--- config.mk ---
export PLATFORM = sky130hd
export DESIGN_NAME = pokey_serin_rx
export DESIGN_NICKNAME = d
export VERILOG_FILES = /design/src/rtl/pokey_serin_rx.sv
export SDC_FILE = /design/constraint.sdc
export NUM_CORES = 1
export LEC_CHECK = 0
export ABC_AREA = 1
export CAP_MARGIN = 5
export CORE_MARGIN = 5
export CORE_UTILIZATION = 40
export DETAILED_ROUTE_END_ITERATION = 7
export GPL_TIMING_DRIVEN = 1
export HOLD_SLACK_MARGIN = 0.05
export SYNTH_ARGS = -nofsm -noshare
export SYNTH_HDL_FRONTEND = slang
export SYNTH_SLANG_ARGS = --single-unit
--- constraint.sdc ---
create_clock -name clk -period 1.95 [get_ports clk]
set_input_delay 0.39 -clock clk [delete_from_list [all_inputs] [get_ports clk]]
set_output_delay 0.39 -clock clk [all_outputs]
set_load 0.02 [all_outputs]
--- src/rtl/pokey_serin_rx.sv ---
// POKEY serial input receiver: 1 start, 8 data (LSB first), 1 stop bit; timing on enp strobes.
// Define SERIN_PARITY_EN to add an even-parity bit between data and stop (11-bit frame).
module pokey_serin_rx #(
   parameter int DIV_W = 16
) (
   input  logic             clk,
   input  logic             reset,
   input  logic             enp,
   input  logic [DIV_W-1:0] baud_div,
   input  logic             sid,
   input  logic             serin_rd,
   input  logic             skres,
   output logic [7:0]       serin,
   output logic             data_ready,
   output logic             irq_serin,
   output logic             busy,
   output logic             framing_err,
   output logic             overrun_err,
   output logic             parity_err
);

   localparam logic [2:0] S_IDLE  = 3'd0;
   localparam logic [2:0] S_START = 3'd1;
   localparam logic [2:0] S_DATA  = 3'd2;
   localparam logic [2:0] S_STOP  = 3'd4;
`ifdef SERIN_PARITY_EN
   localparam logic [2:0] S_PAR   = 3'd3;
`endif

   logic             r_sid_m, r_sid_s, r_sid_p;
   logic [2:0]       r_state;
   logic [DIV_W-1:0] r_cnt;
   logic [2:0]       r_bit_idx;
   logic [7:0]       r_shreg;
   logic [7:0]       r_serin;
   logic             r_ready, r_irq, r_fe, r_oe;
   logic             w_cnt_one, w_done;

   assign w_cnt_one = (r_cnt == DIV_W'(1));
   assign w_done    = enp && (r_state == S_STOP) && w_cnt_one;

   always_ff @(posedge clk) begin
      if (reset) begin
         r_sid_m <= 1'b1;
         r_sid_s <= 1'b1;
      end else begin
         r_sid_m <= sid;
         r_sid_s <= r_sid_m;
      end
   end

`ifdef SERIN_PARITY_EN
   logic r_par, r_pe;
`endif

   // sid_p starts low so a line held low through reset cannot fake a start edge
   always_ff @(posedge clk) begin
      if (reset) begin
         r_state   <= S_IDLE;
         r_cnt     <= '0;
         r_bit_idx <= '0;
         r_shreg   <= '0;
         r_sid_p   <= 1'b0;
`ifdef SERIN_PARITY_EN
         r_par     <= 1'b0;
`endif
      end else if (enp) begin
         r_sid_p <= r_sid_s;
         case (r_state)
            S_IDLE: begin
               if (!r_sid_s && r_sid_p) begin
                  r_cnt   <= baud_div >> 1;
                  r_state <= S_START;
               end
            end
            S_START: begin
               if (w_cnt_one) begin
                  if (!r_sid_s) begin
                     r_cnt     <= baud_div;
                     r_bit_idx <= '0;
                     r_state   <= S_DATA;
                  end else begin
                     r_state <= S_IDLE;
                  end
               end else begin
                  r_cnt <= r_cnt - DIV_W'(1);
               end
            end
            S_DATA: begin
               if (w_cnt_one) begin
                  r_shreg   <= {r_sid_s, r_shreg[7:1]};
                  r_cnt     <= baud_div;
                  r_bit_idx <= r_bit_idx + 3'd1;
                  if (r_bit_idx == 3'd7) begin
`ifdef SERIN_PARITY_EN
                     r_state <= S_PAR;
`else
                     r_state <= S_STOP;
`endif
                  end
               end else begin
                  r_cnt <= r_cnt - DIV_W'(1);
               end
            end
`ifdef SERIN_PARITY_EN
            S_PAR: begin
               if (w_cnt_one) begin
                  r_par   <= r_sid_s;
                  r_cnt   <= baud_div;
                  r_state <= S_STOP;
               end else begin
                  r_cnt <= r_cnt - DIV_W'(1);
               end
            end
`endif
            S_STOP: begin
               if (w_cnt_one) r_state <= S_IDLE;
               else           r_cnt   <= r_cnt - DIV_W'(1);
            end
            default: r_state <= S_IDLE;
         endcase
      end
   end

   // Error sets take priority over skres; a read on the completion clk keeps the new byte ready
   always_ff @(posedge clk) begin
      if (reset) begin
         r_serin <= 8'h00;
         r_ready <= 1'b0;
         r_irq   <= 1'b0;
         r_fe    <= 1'b0;
         r_oe    <= 1'b0;
      end else begin
         r_irq <= w_done;
         if (w_done)        r_serin <= r_shreg;
         if (w_done)        r_ready <= 1'b1;
         else if (serin_rd) r_ready <= 1'b0;
         if (w_done && !r_sid_s)                 r_fe <= 1'b1;
         else if (skres)                         r_fe <= 1'b0;
         if (w_done && r_ready && !serin_rd)     r_oe <= 1'b1;
         else if (skres)                         r_oe <= 1'b0;
      end
   end

`ifdef SERIN_PARITY_EN
   always_ff @(posedge clk) begin
      if (reset)                              r_pe <= 1'b0;
      else if (w_done && (^r_shreg ^ r_par))  r_pe <= 1'b1;
      else if (skres)                         r_pe <= 1'b0;
   end
   assign parity_err = r_pe;
`else
   assign parity_err = 1'b0;
`endif

   assign serin       = r_serin;
   assign data_ready  = r_ready;
   assign irq_serin   = r_irq;
   assign busy        = (r_state != S_IDLE);
   assign framing_err = r_fe;
   assign overrun_err = r_oe;

endmodule

### After elaboration in Yosys (flattened, before gate mapping)

Cells that the tools add are included.

* register bits: 45
* input port bits: 22
* output and inout port bits: 14
* word-level logic and storage cells: 68

* add/subtract/negate cells: 2
* equal/unequal tests: 13
* multiplexer cells: 22
* reductions and logical operators: 19

Operator list (number)
* $mux W16: 5
* $pmux W16 S4: 1
* $mux W3: 8
* $eq A16 B1 Y1 const B: 1
* $sub A16 B1 Y16 const B: 1
* $ne A2 B2 Y1 const B: 7
* $pmux W3 S4: 1
* $reduce_and A5 Y1: 2
* $reduce_bool A2 Y1: 4
* $eq A3 B3 Y1 const B: 2
* $logic_and A1 B1 Y1: 6
* $pmux W3 S2: 1
* $reduce_and A6 Y1: 1
* $mux W1: 5
* $reduce_bool A4 Y1: 1
* $add A3 B1 Y3 const B: 1
* $eq A3 B1 Y1 const B: 1
* $eq A3 B2 Y1 const B: 1
* $logic_not A3 Y1: 1
* $ne A3 B3 Y1 const B: 1
* $reduce_and A3 Y1: 1
* $reduce_bool A3 Y1: 1
* $logic_not A1 Y1: 2
* $mux W2: 1

### Longest topological paths before layout

Gate-level depths: netlist of the first run.

* depth after elaboration: 6
* mapped depth: 11

### Worst setup path before layout of the first run

No wires, ideal clock.

* kind: flip-flop to flip-flop
* start: register r_cnt[1]
* end: register r_cnt[11]
* setup time: 0.117 ns
* arrival time: 1.345 ns
* required time: 1.833 ns
* path slack: 0.487 ns
* stages on the path, launching flop included: 11
* path buffers: 1
* period minus slack after synthesis: 1.463 ns
* cells stage by stage: dfxtp_1 inv_1 ha_1 nand2_1 nor2_4 nand2_2 nand2_1 nand2_2 buf_4 nand2_1 a21oi_2

* longest elaborated chain between the ends: 3
* elaborated cells on any way between the ends: 9
* classes of those cells: 1 x add/sub; 3 x eq/ne; 4 x mux; 1 x reduce/logical

RTL lines
* start: declaration: line 32 `logic [DIV_W-1:0] r_cnt;`
* start signal: assignment: line 72 `r_cnt <= baud_div >> 1;`
* start signal: assignment: line 79 `r_cnt <= baud_div;`
* start signal: assignment: line 86 `r_cnt <= r_cnt - DIV_W'(1);`
* $sub A16 B1 Y16 or $eq A16 B1 Y1 (tied branches)
* $mux W16 (tied with other cells): line 117 `if (w_cnt_one) r_state <= S_IDLE;`
* $pmux W16 S4 or $reduce_and A5 Y1 (tied branches)

Several ways; a longest one is shown, not always the timed one. The select of a mux whose other input is x is not followed.
A chain may end at the register's enable or synchronous reset.

### Worst setup path after layout of the first run

* start: register r_state[2]
* end: output port busy

* longest elaborated chain between the ends: 1

RTL lines
* start: declaration: line 31 `logic [2:0] r_state;`
* start signal: assignment: line 59 `r_state <= S_IDLE;`
* start signal: assignment: line 73 `r_state <= S_START;`
* start signal: assignment: line 81 `r_state <= S_DATA;`
* $reduce_bool A3 Y1: line 159 `assign busy = (r_state != S_IDLE);`
* end: declaration: line 16 `output logic busy,`

Every way passes these cells.

==> results.txt, run 1 <==
In this run the critical register-to-register path is captured at r_cnt[0]$_SDFFE_PP0P_. The worst relative slew slack came out at between 60% and 70%. The first global-routing pass estimated around 12000 um of wire. The hold buffer count at cts is 0. The hold violation count in the final report came out at 0. The final estimated routing congestion in global placement is 0.798. The synthesized netlist net count came out at between 400 and 500. The detailed router finished its first iteration with between 200 and 300 violations. The number of buffers created by CTS came out at 5. The most common cell after layout, fill and taps aside is nand2_1. In the final layout, flip-flops and latches occupy ~900 um^2. The number of violations of the max-capacitance limit is 0. The I/O pin count came out at 36.

The number of search-and-repair iterations in the first detailed-routing pass came out at 4. The core occupancy in the finished layout came out at 49.1%. The clock arrives with around 9.0 ps of skew. The average cell area after synthesis came out at ~6.5 um^2. The max-slew violation count is 0. The largest vdd supply drop is ~0.00072 V.

The register-to-register setup slack is 210 ps. The die area is 8840 um^2. Adding up every negative setup slack in the final design gives 0 ps. The layout cell share with drive strength beyond 1 came out at 12.3%. The class of the worst hold path is reg2reg. The overall die height is roughly 94 um.

The net count of the finished layout is roughly 500. The remaining routing DRC violations came out at 0. The number of warnings printed during yosys synthesis came out at 0. The worst setup path is captured at a primary output. The required arrival time at the worst endpoint is approximately 1600 ps. The placed wire-length estimate after detailed placement came out at about 5300 um. The dominant cell type by area after synthesis is dfxtp_1.

The residual antenna-violating net count after detailed routing came out at 0. The global routing usage summed across all routing layers is approximately 16%. The synthesized design devotes to its leading area cell type around a third of total area. The filler cells instantiated in the layout total 732. TritonCTS built the clock tree. The vias after detailed routing came out at 2712.

The library cells used most frequently in the layout, excluding fill and tap cells, are nand2_1 (108), nor2_1 (65), nand3_1 (51). In this run the horizontal extent of the chip is 94.0 um. The vias per cell is between 4 and 5. The largest fanout on the critical path is 6. The static leakage power came out at ~1.5 nW. The category of the most critical setup path is reg2out.

The H-tree depth is 2. Setup violations remaining at the end of the flow were counted as 0. By area the synthesized netlist is led by dfxtp_1 (32%), nand2_1 (14%), nand3_1 (9.0%). The power per unit of standard cell area is between 1500 and 2000 nW/um^2. Data arrives at the worst endpoint at roughly 1400 ps. The repair_antennas step left the layout with diodes totalling 0. The cell area after placement came out at 3260 um^2. The via count of the first global-routing pass is 2482. The area of the multi-input gates came out at ~1600 um^2.

For this configuration, the core starts out at a cell density of between 40% and 50%. The total grt overflow came out at 0. The clock net sink count is 45.

The number of register bits inferred by synthesis came out at between 40 and 50. The area growth from synthesis to layout is 18.8%. The cell sitting at the root of the clock tree is a clkbuf_8. The maximum root-to-sink buffer count is 2.

In the final routed layout, each cell accounts on average for approximately 12 um. The worst register-to-register path has a depth of 10. The end point of the critical path is busy. The minimum period implied by the final worst setup slack came out at approximately 1800 ps. The critical path starts at r_state[2]$_SDFFE_PP0P_. The clock-pin slew of the registers on the worst-case setup and hold paths is 100 ps.

The initial antenna violation count is 0. The sequential cell area fraction in the yosys report is between 30% and 40%. The period utilization came out at a little over 90%. The highest achievable clock rate is around 0.55 GHz. Clock latency on the worst-skew pair, taken at its later pin, is ~300 ps. After synthesis the cells add up to about 2800 um^2. Setup repair after global routing left no endpoint under its margin. After routing the design area is roughly 3400 um^2. The transition time at the pin with the least slew margin is between 500 and 600 ps. The core area came out at between 6000 and 7000 um^2. The count of port buffers added during placement came out at 34. The sum of routed wire length over all layers came out at ~7000 um. The netlist uses 32 different library cells. Counting every instance in the synthesized netlist gives 433. The worst setup path is launched from a flop. The startpoint of the most critical register-to-register path is r_cnt[1]$_SDFFE_PP0P_. The maximum number of pins on one net before global-route repair came out at 25.

The run finished with clean final reports. The row count is 30.
==> worst min-delay path by stage <==
stage | start | endpoint | slack (ps) | cells past startpoint
finish | r_sid_m$_SDFF_PP1_ | r_sid_s$_SDFF_PP1_ | 420 | 1
global route | r_sid_m$_SDFF_PP1_ | r_sid_s$_SDFF_PP1_ | 450 | 1
CTS | r_sid_m$_SDFF_PP1_ | r_sid_s$_SDFF_PP1_ | 420 | 1
detailed placement | r_sid_m$_SDFF_PP1_ | r_sid_s$_SDFF_PP1_ | 390 | 1
global placement | r_sid_m$_SDFF_PP1_ | r_sid_s$_SDFF_PP1_ | 390 | 1
floorplan | r_sid_m$_SDFF_PP1_ | r_sid_s$_SDFF_PP1_ | 390 | 1
==> worst max-delay path, cell delays in order (launching register included) <==
cell           delay [ps]
dfxtp_1               390
nor2_2                200
inv_1                  60
nor2_1                130
inv_1                  50
dlygate4sd2_1         310
==> metrics by stage <==
step	worst slack (ps)	total power [mW]	instances	hold slack (ps)
finish	132	6.12	566	418
global route	34.1	6.75	566	449
CTS	107	6.16	566	419
detailed placement	44.4	5.51	558	393
global placement	104	5.50	558	392
floorplan	487	4.67	433	389
==> cells by family (layout without fill, tap and decap cells) <==
| family | count (synthesis) | in the layout | synth area share, % |
|---|---|---|---|
| buffers and inverters | 67 | 104 | 10.5 |
| flip-flops | 45 | 45 | 31.9 |
| other | 1 | 1 | 0.133 |
| AO/OA/AOI/OAI | 41 | 41 | 8.69 |
| AND/OR/NAND/NOR | 268 | 268 | 44.8 |
| XOR/XNOR | 7 | 7 | 2.17 |
| adder cells (fa/ha/maj) | 4 | 4 | 1.77 |
==> timing repair <==
action / in CTS / in global routing
endpoints found under the setup margin: 1 / 0
gates resized for setup: 1 / 0
setup buffers: 0 / 0
==> synthesized netlist by cell type, drive strengths merged <==
cell type and number:
nand2 116, nor2 78, nand3 55, inv 50, dfxtp 45, a21oi 35
nand4 15, buf 11, xor2 7, o21ai 5, clkbuf 4, ha 4
clkinv 2, or2 2, a211oi 1, conb 1, nand3b 1, nor3 1
==> where the power goes <==
part           internal [mW]  leakage, nW  switching, mW
clock                  0.271       0.0511          0.365
sequential              1.12        0.365          0.231
combinational           1.38         1.13           2.76
==> registers in the layout, indices dropped and copies added (netlist names) <==
signal and cells:
r_bit_idx 3, data_ready 1, serin 8, framing_err 1
r_cnt 16, overrun_err 1, r_sid_m 1, irq_serin 1
r_sid_p 1, r_sid_s 1, r_state 3, r_shreg 8
==> metal layers <==
metal	up-vias	share of wire (%)	global-route usage, %	wire length, um
li1	1441	-	-	-
met1	1235	49	22.6	3450
met2	31	47	26.7	3270
met3	5	2.8	2.72	196
met4	0	0.99	3.61	69
met5	-	0	0	0
==> final cells by class <==
class / instances / share of cell area, %
Multi-Input combinational cell: 321 / 48.5
Timing Repair Buffer: 44 / 12.3
Inverter: 52 / 5.86
Clock inverter: 3 / 0.858
Tap cell: 96 / 3.58
Clock buffer: 5 / 2.05
Sequential cell: 45 / 26.9
No activity file was read; power rests on OpenSTA's default activity.
==> run 2, diff against run 1 <==
--- a/config.mk
+++ b/config.mk
@@ -9,7 +9,9 @@
 export CAP_MARGIN = 5
 export CORE_MARGIN = 5
 export CORE_UTILIZATION = 40
+export CTS_BUF_LIST = sky130_fd_sc_hd__clkbuf_8 sky130_fd_sc_hd__clkbuf_16
 export DETAILED_ROUTE_END_ITERATION = 7
+export DONT_BUFFER_PORTS = 1
 export GPL_TIMING_DRIVEN = 1
 export HOLD_SLACK_MARGIN = 0.05
 export SYNTH_ARGS = -nofsm -noshare
==> run 2 against run 1 <==
- combinational power fell by 4%
- power decreased by 3.3%
- worst hold slack worse by 270 ps
- design area down 11%
- non-clock buffer count down 39
- global-route usage decreased by 0.61 points
- via count fell by 5.6%
- flip-flop and latch count unchanged
- utilization decreased by 5.6 points
- die area stayed put
- first-iteration DRC count is 69% lower
- critical path type is now reg2reg
==> results.txt, run 2 (synthesized netlist as in run 1, its figures left out) <==
The run finished with clean final reports. The highest achievable clock rate came out at between 0.5 and 0.6 GHz. For this block, the routed nets add up to 6760 um of wire. The worst hold path belongs to the class in2reg. After clock tree synthesis, the clock-pin slew on the worst setup and hold paths is roughly 90 ps. For this design the total switching power over the nets is 3.27 mW. The worst setup path is launched from a flop. The maximum number of pins on one net before global-route repair is 26. The die area is approximately 8800 um^2. The width of the die came out at roughly 94 um. The summed negative setup slack over all endpoints came out at 0 ps. The static leakage power came out at between 1 and 1.5 nW.

The share of total power consumed by net switching came out at between 50% and 60%. After floorplanning, the core was sized to cover between 6000 and 7000 um^2. Routability-driven placement finished with a final weighted congestion of a little over 0.8. The worst hold slack is approximately 150 ps. After detailed routing, the average wire length per cell comes to between 10 and 15 um.

For the finished layout, the period the worst path requires is around 1700 ps. Leaving out fill and tap cells, the most frequent cell in the layout is nand2_1. Among cell families on the critical path, the largest total delay comes from simple AND/OR/NAND/NOR gates.

The total grt overflow is 0. The I/O pin count came out at 36. r_cnt holds more flip-flops than any other register. The largest vdd supply drop is 0.000736 V.

The residual antenna-violating net count after detailed routing is 0. The count of port buffers added during placement came out at 0. The arrival time of the worst setup path is roughly 1900 ps. The max-slew violation count is 0. The number of diodes added for antenna fixing is 0.

The vias after detailed routing is 2559. The cell area after placement came out at between 2000 and 3000 um^2. The placed wire-length estimate after detailed placement came out at 5060 um. The finished layout cell area came out at around 3000 um^2.

The layout cell share with drive strength beyond 1 came out at about an eighth. The clock latency at the later pin of the worst-skew pair came out at 300 ps. Using the TritonRoute via totals, the vias-per-cell ratio works out to slightly below 5. The portion of total power attributed to the clock network is between 10% and 20%. The period utilization is between 80% and 90%. The required arrival time at the worst endpoint is between 2000 and 2500 ps. The initial antenna violation count is 0. The largest single stage delay on the critical path is approximately 360 ps.

The signed area change from the synthesized netlist to the final layout came out at 5.27%. The wire length of the first global-routing pass is 11300 um. The first detailed-routing pass ran for 4 iterations.

The hold violation count in the final report came to 0. Once the floorplan was initialized, standard cells occupied between 40% and 50% of the core. The worst relative slew slack is about 64%. Global routing used between 15 and 20% of the available tracks. The internal power summed over all cells is 2.65 mW.

The critical path buffer and inverter count came out at 1. The number of gates given a new drive strength after cts is 0. The power per unit of standard cell area came out at 1990 nW/um^2.

The share of total power dissipated in sequential elements is ~23%. The number of buffers created by CTS is 5. For this run, design rule violations remaining after detail routing come to 0. CTS built an H-tree with a depth of 2. The row count came out at 30. TritonCTS built the clock tree.

The critical path goes through nor2_2 > nand2_2 > nor2_2 > nand2_2 > clkinv_2 > nand2_1 > nand2_1 > a21oi_1. For the pin with the worst max-slew slack, the measured transition is 531 ps. Of the total power, combinational logic draws 67.0%. For this design, the slowest cell found on the critical path is dfxtp_1. The root buffer selected by CTS is clkbuf_8. The maximum root-to-sink buffer count came out at 2. The core occupancy in the finished layout came out at approximately 43%. The number of design-rule violations left by the first detailed-router iteration came out at 80.

STA classifies the critical path endpoint as a flop. The tree built by TritonCTS fans out to 45 sinks. The critical path in this run is classified as reg2reg. Leaving out fill and tap cells, the most frequent cells in the layout are nand2_1 (108), nor2_1 (65), nand3_1 (51). The number of violations of the max-capacitance limit is 0. The number of flip-flops in the largest register came out at 16. The number of post-CTS setup repair buffers came out at 0.

The largest fanout on the critical path is 18. The hold buffer count at cts came out at 0. Setup repair after global routing left no endpoint under its margin. The overall die height is about 94 um.

The setup-violating endpoint count in the final report is 0. The clock tree skew after final layout is approximately 6.3 ps. The via count of the first global-routing pass is about 2.4k.

The number of nets in the layout came out at around 460.
-- run 2: cell types whose count changed in the layout (fill, tap and decap cells not counted), sizes merged --
cell / delta
clkdlybuf4s50: -33
buf: -5
clkinv: +3
inv: -3
dlygate4sd2: -1
-- run 2: final timing paths --
check	startpoint	end	slack (ps)	cells past startpoint
max reg2reg	r_cnt[8]$_SDFFE_PP0P_	serin[5]$_SDFFE_PP0N_	250	8
max	r_cnt[8]$_SDFFE_PP0P_	serin[5]$_SDFFE_PP0N_	250	8
min	reset	serin[2]$_SDFFE_PP0N_	150	1
min reg2reg	r_sid_m$_SDFF_PP1_	r_sid_s$_SDFF_PP1_	420	1
-- run 2: worst register-to-register path: stages, from the launching register on --
cell	delay, ps
dfxtp_1	360
nor2_2	200
nand2_2	140
nor2_2	200
nand2_2	100
clkinv_2	180
nand2_1	240
nand2_1	120
a21oi_1	60
-- run 2: power by group through the flow --
stage	clock [mW]	sequential, mW	combinational [mW]
6_report	0.598	1.35	3.97
4_1_cts	0.622	1.35	3.98
3_5_place_dp	0	1.37	3.97
3_3_place_gp	0	1.36	3.89
5_1_grt	0.658	1.39	4.48
2_1_floorplan	0	1.31	3.36
-- run 2: routing by layer --
| metal | GRT usage [%] | share of wire [%] | up-vias | wire length [um] |
|---|---|---|---|---|
| met3 | 2.96 | 3.1 | 6 | 209 |
| met1 | 20.4 | 47 | 1160 | 3190 |
| met2 | 26.7 | 49 | 27 | 3300 |
| met5 | 0 | 0 | - | 0 |
| met4 | 4.45 | 0.93 | 0 | 63 |
| li1 | - | - | 1366 | - |
-- run 2: final cells by class --
type,instances,area (um^2)
Clock buffer,5,68.8
Clock inverter,3,22.5
Fill cell,770,3860
Inverter,52,196
Multi-Input combinational cell,321,1630
Sequential cell,45,901
Tap cell,96,120
Timing Repair Buffer,5,37.5
-- run 2: stage by stage --
stage | power, mW | setup WS, ps | instances
floorplan | 4.67 | 487 | 433
global placement | 5.26 | 263 | 519
detailed placement | 5.34 | 237 | 519
CTS | 5.95 | 224 | 527
global route | 6.53 | 56.2 | 527
finish | 5.92 | 249 | 527
==> run 3, diff against run 2 <==
--- a/config.mk
+++ b/config.mk
@@ -14,6 +14,7 @@
 export DONT_BUFFER_PORTS = 1
 export GPL_TIMING_DRIVEN = 1
 export HOLD_SLACK_MARGIN = 0.05
+export PLACE_DENSITY = 0.61
 export SYNTH_ARGS = -nofsm -noshare
 export SYNTH_HDL_FRONTEND = slang
 export SYNTH_SLANG_ARGS = --single-unit
==> run 3 against run 2 <==
- die area stayed put
- wire length increased by 0.16%
- final cell count unchanged
- global-route usage is 0.50 points higher
- flip-flop and latch count did not move
- sequential power about the same
- worst setup slack worse by 1.0 ps
- maximum frequency barely moved
- worst hold slack worse by 8.9 ps
- design area hardly changed
==> results.txt, run 3 (synthesized netlist as in run 1, its figures left out) <==
The run finished with clean final reports. The clock tree skew after final layout came out at approximately 9 ps. TritonCTS created 5 clock buffers. The global routing usage summed across all routing layers came out at between 15 and 20%. Setup repair after global routing left no endpoint under its margin.

The worst hold slack is between 100 and 150 ps. From left edge to right edge, the die measures about 94 um. At the end of the flow the core is filled with cells to between 40% and 50%. The number of diodes added for antenna fixing is 0. The wire length of the first global-routing pass came out at around 12000 um. The worst relative slew slack is about two thirds. The largest vdd supply drop came out at between 0.0007 and 0.0008 V. The number of gates given a new drive strength after cts came out at 0. The initial antenna violation count was 0. Summing over every cut layer, the via total after detailed routing is ~2.6k. The total area of sequential cells is around 900 um^2. STA classifies the critical path endpoint as a flop. The met1 routed wirelength after detailed routing came out at about 3200 um. The startpoint identified for the worst hold timing path is reset.

The register with the most flip-flops in the layout has 16 of them. After detailed routing, the met2 layer carries 3150 um of wire. The hold buffer count at cts came out at 0. The maximum root-to-sink buffer count came out at 2. Wires add up to ~6800 um.

In the routed design, unresolved DRC markers number 0. The number of violations of the max-capacitance limit came out at 0. The I/O pin count came out at 36. After detailed routing, the number of vias per cell comes to 4.99. The met3 wire length came out at between 200 and 300 um. The highest achievable clock rate is roughly 0.6 GHz.

For this design the ratio of total power to cell area is a little under 2000 nW/um^2. The maximum number of pins on one net before global-route repair is 26. The minimum period implied by the final worst setup slack came out at between 1500 and 2000 ps.

The core area came out at ~6800 um^2. The placed wire-length estimate after detailed placement is about 5000 um. The max-slew violation count came out at 0. The residual antenna-violating net count after detailed routing is 0.

The clock net in this run drives a total of 45 sinks. The H-tree depth is 2. The hold violation count in the final report came to 0. In the layout the commonest cells are nand2_1 (108), nor2_1 (65), nand3_1 (51). The critical path starts at r_cnt[8]$_SDFFE_PP0P_. The static leakage power is approximately 1.4 nW. From bottom edge to top edge, the die measures ~94 um. The root buffer cell chosen for the clock tree is clkbuf_8. Compared with the post-synthesis result, the final layout area differs by 5.23%. More flip-flops sit in one register than any other, and that register is r_cnt. The row count is 30. The worst setup path is launched from a flop.

The period utilization came out at 87.3%. For this run, the number of standard cells in the final layout without fillers is 527. The final routed wire length divided by cell count came out at around 13 um.

The clock-pin slew of the registers on the worst-case setup and hold paths came out at 90 ps. The summed negative setup slack over all endpoints came out at 0 ps. The final estimated routing congestion in global placement came out at roughly 0.86. After filler insertion, the fill cell instance count of the layout stands at approximately 770. The largest fanout on the critical path came out at 18. The initial cell density of the core came out at about two fifths. The highest routed metal layer is met4. Leaving out fill and tap cells, the most frequent cell in the layout is nand2_1. At the pin with the least slew margin, the transition time is between 500 and 600 ps. At the worst endpoint, the required time is between 2000 and 2500 ps. The category of the most critical setup path is reg2reg.

The pre-antenna-repair detailed-routing pass consisted of 4 iterations. The layout cell share with drive strength beyond 1 is 12.3%. The number of post-CTS setup repair buffers is 0. The class of the worst hold path is in2reg. The clock latency at the later pin of the worst-skew pair is ~310 ps.

The area of the multi-input gates came out at 1630 um^2. Once placement completed, the tool counted placed cells totaling ~520. The total grt overflow came out at 0. The arrival time of the worst setup path came out at around 1900 ps. Buffers placed on the I/O ports in this run total 0. The number of nets in the layout is 456. The via count of the first global-routing pass came out at about 2.4k. The die covers 8840 um^2. TritonCTS built the clock tree. The setup-violating endpoint count in the final report is 0. In this run the critical register-to-register path is launched from r_cnt[8]$_SDFFE_PP0P_. The number of design-rule violations left by the first detailed-router iteration came out at between 100 and 150.
==> run 3: cell types whose count changed in the layout (fill, tap and decap cells not counted) <==
cell	previous run	this run
clkinvlp_4	0	1
clkinv_4	2	0
inv_6	0	1
==> run 3: worst paths after layout <==
check	cells past startpoint	slack (ps)	to
worst min-delay path	1	140	serin[6]$_SDFFE_PP0N_
worst max-delay path	8	250	r_shreg[0]$_SDFFE_PP0P_
worst max register to register	8	250	r_shreg[0]$_SDFFE_PP0P_
worst min register to register	1	420	r_sid_s$_SDFF_PP1_
==> run 3: routing by layer <==
metal | track usage [%] | up-vias
met4 | 6.02 | 0
met2 | 26.2 | 49
met3 | 3.37 | 9
met1 | 21.4 | 1203
li1 | - | 1367
met5 | 0 | -
==> run 3: per-stage QoR <==
step	instance area (um^2)	power [mW]	worst slack, ps
6_report	2970	5.91	248
3_3_place_gp	2880	5.25	284
5_1_grt	2970	6.55	58.3
2_1_floorplan	2820	4.67	487
3_5_place_dp	2880	5.31	268
4_1_cts	2970	5.95	233
==> run 3: power breakdown <==
| group | switching [mW] | internal [mW] |
|---|---|---|
| clock network | 0.352 | 0.255 |
| registers | 0.235 | 1.12 |
| logic | 2.67 | 1.28 |
==> run 3: final cells by class <==
cell class	instances	area share, %
clock buffer	5	2.32
clock inverter	3	0.716
inverter	52	6.61
multi-input combinational	321	54.7
sequential	45	30.3
tap	96	4.04
timing repair buffer	5	1.26
==> run 3: worst max-delay path, stage by stage, from the launching register on <==
cell and delay, ps:
dfxtp_1 370, nor2_2 210, nand2_2 140, nor2_2 190, nand2_2 90, clkinv_2 180
nand2_1 230, nand2_1 120, a21oi_1 70
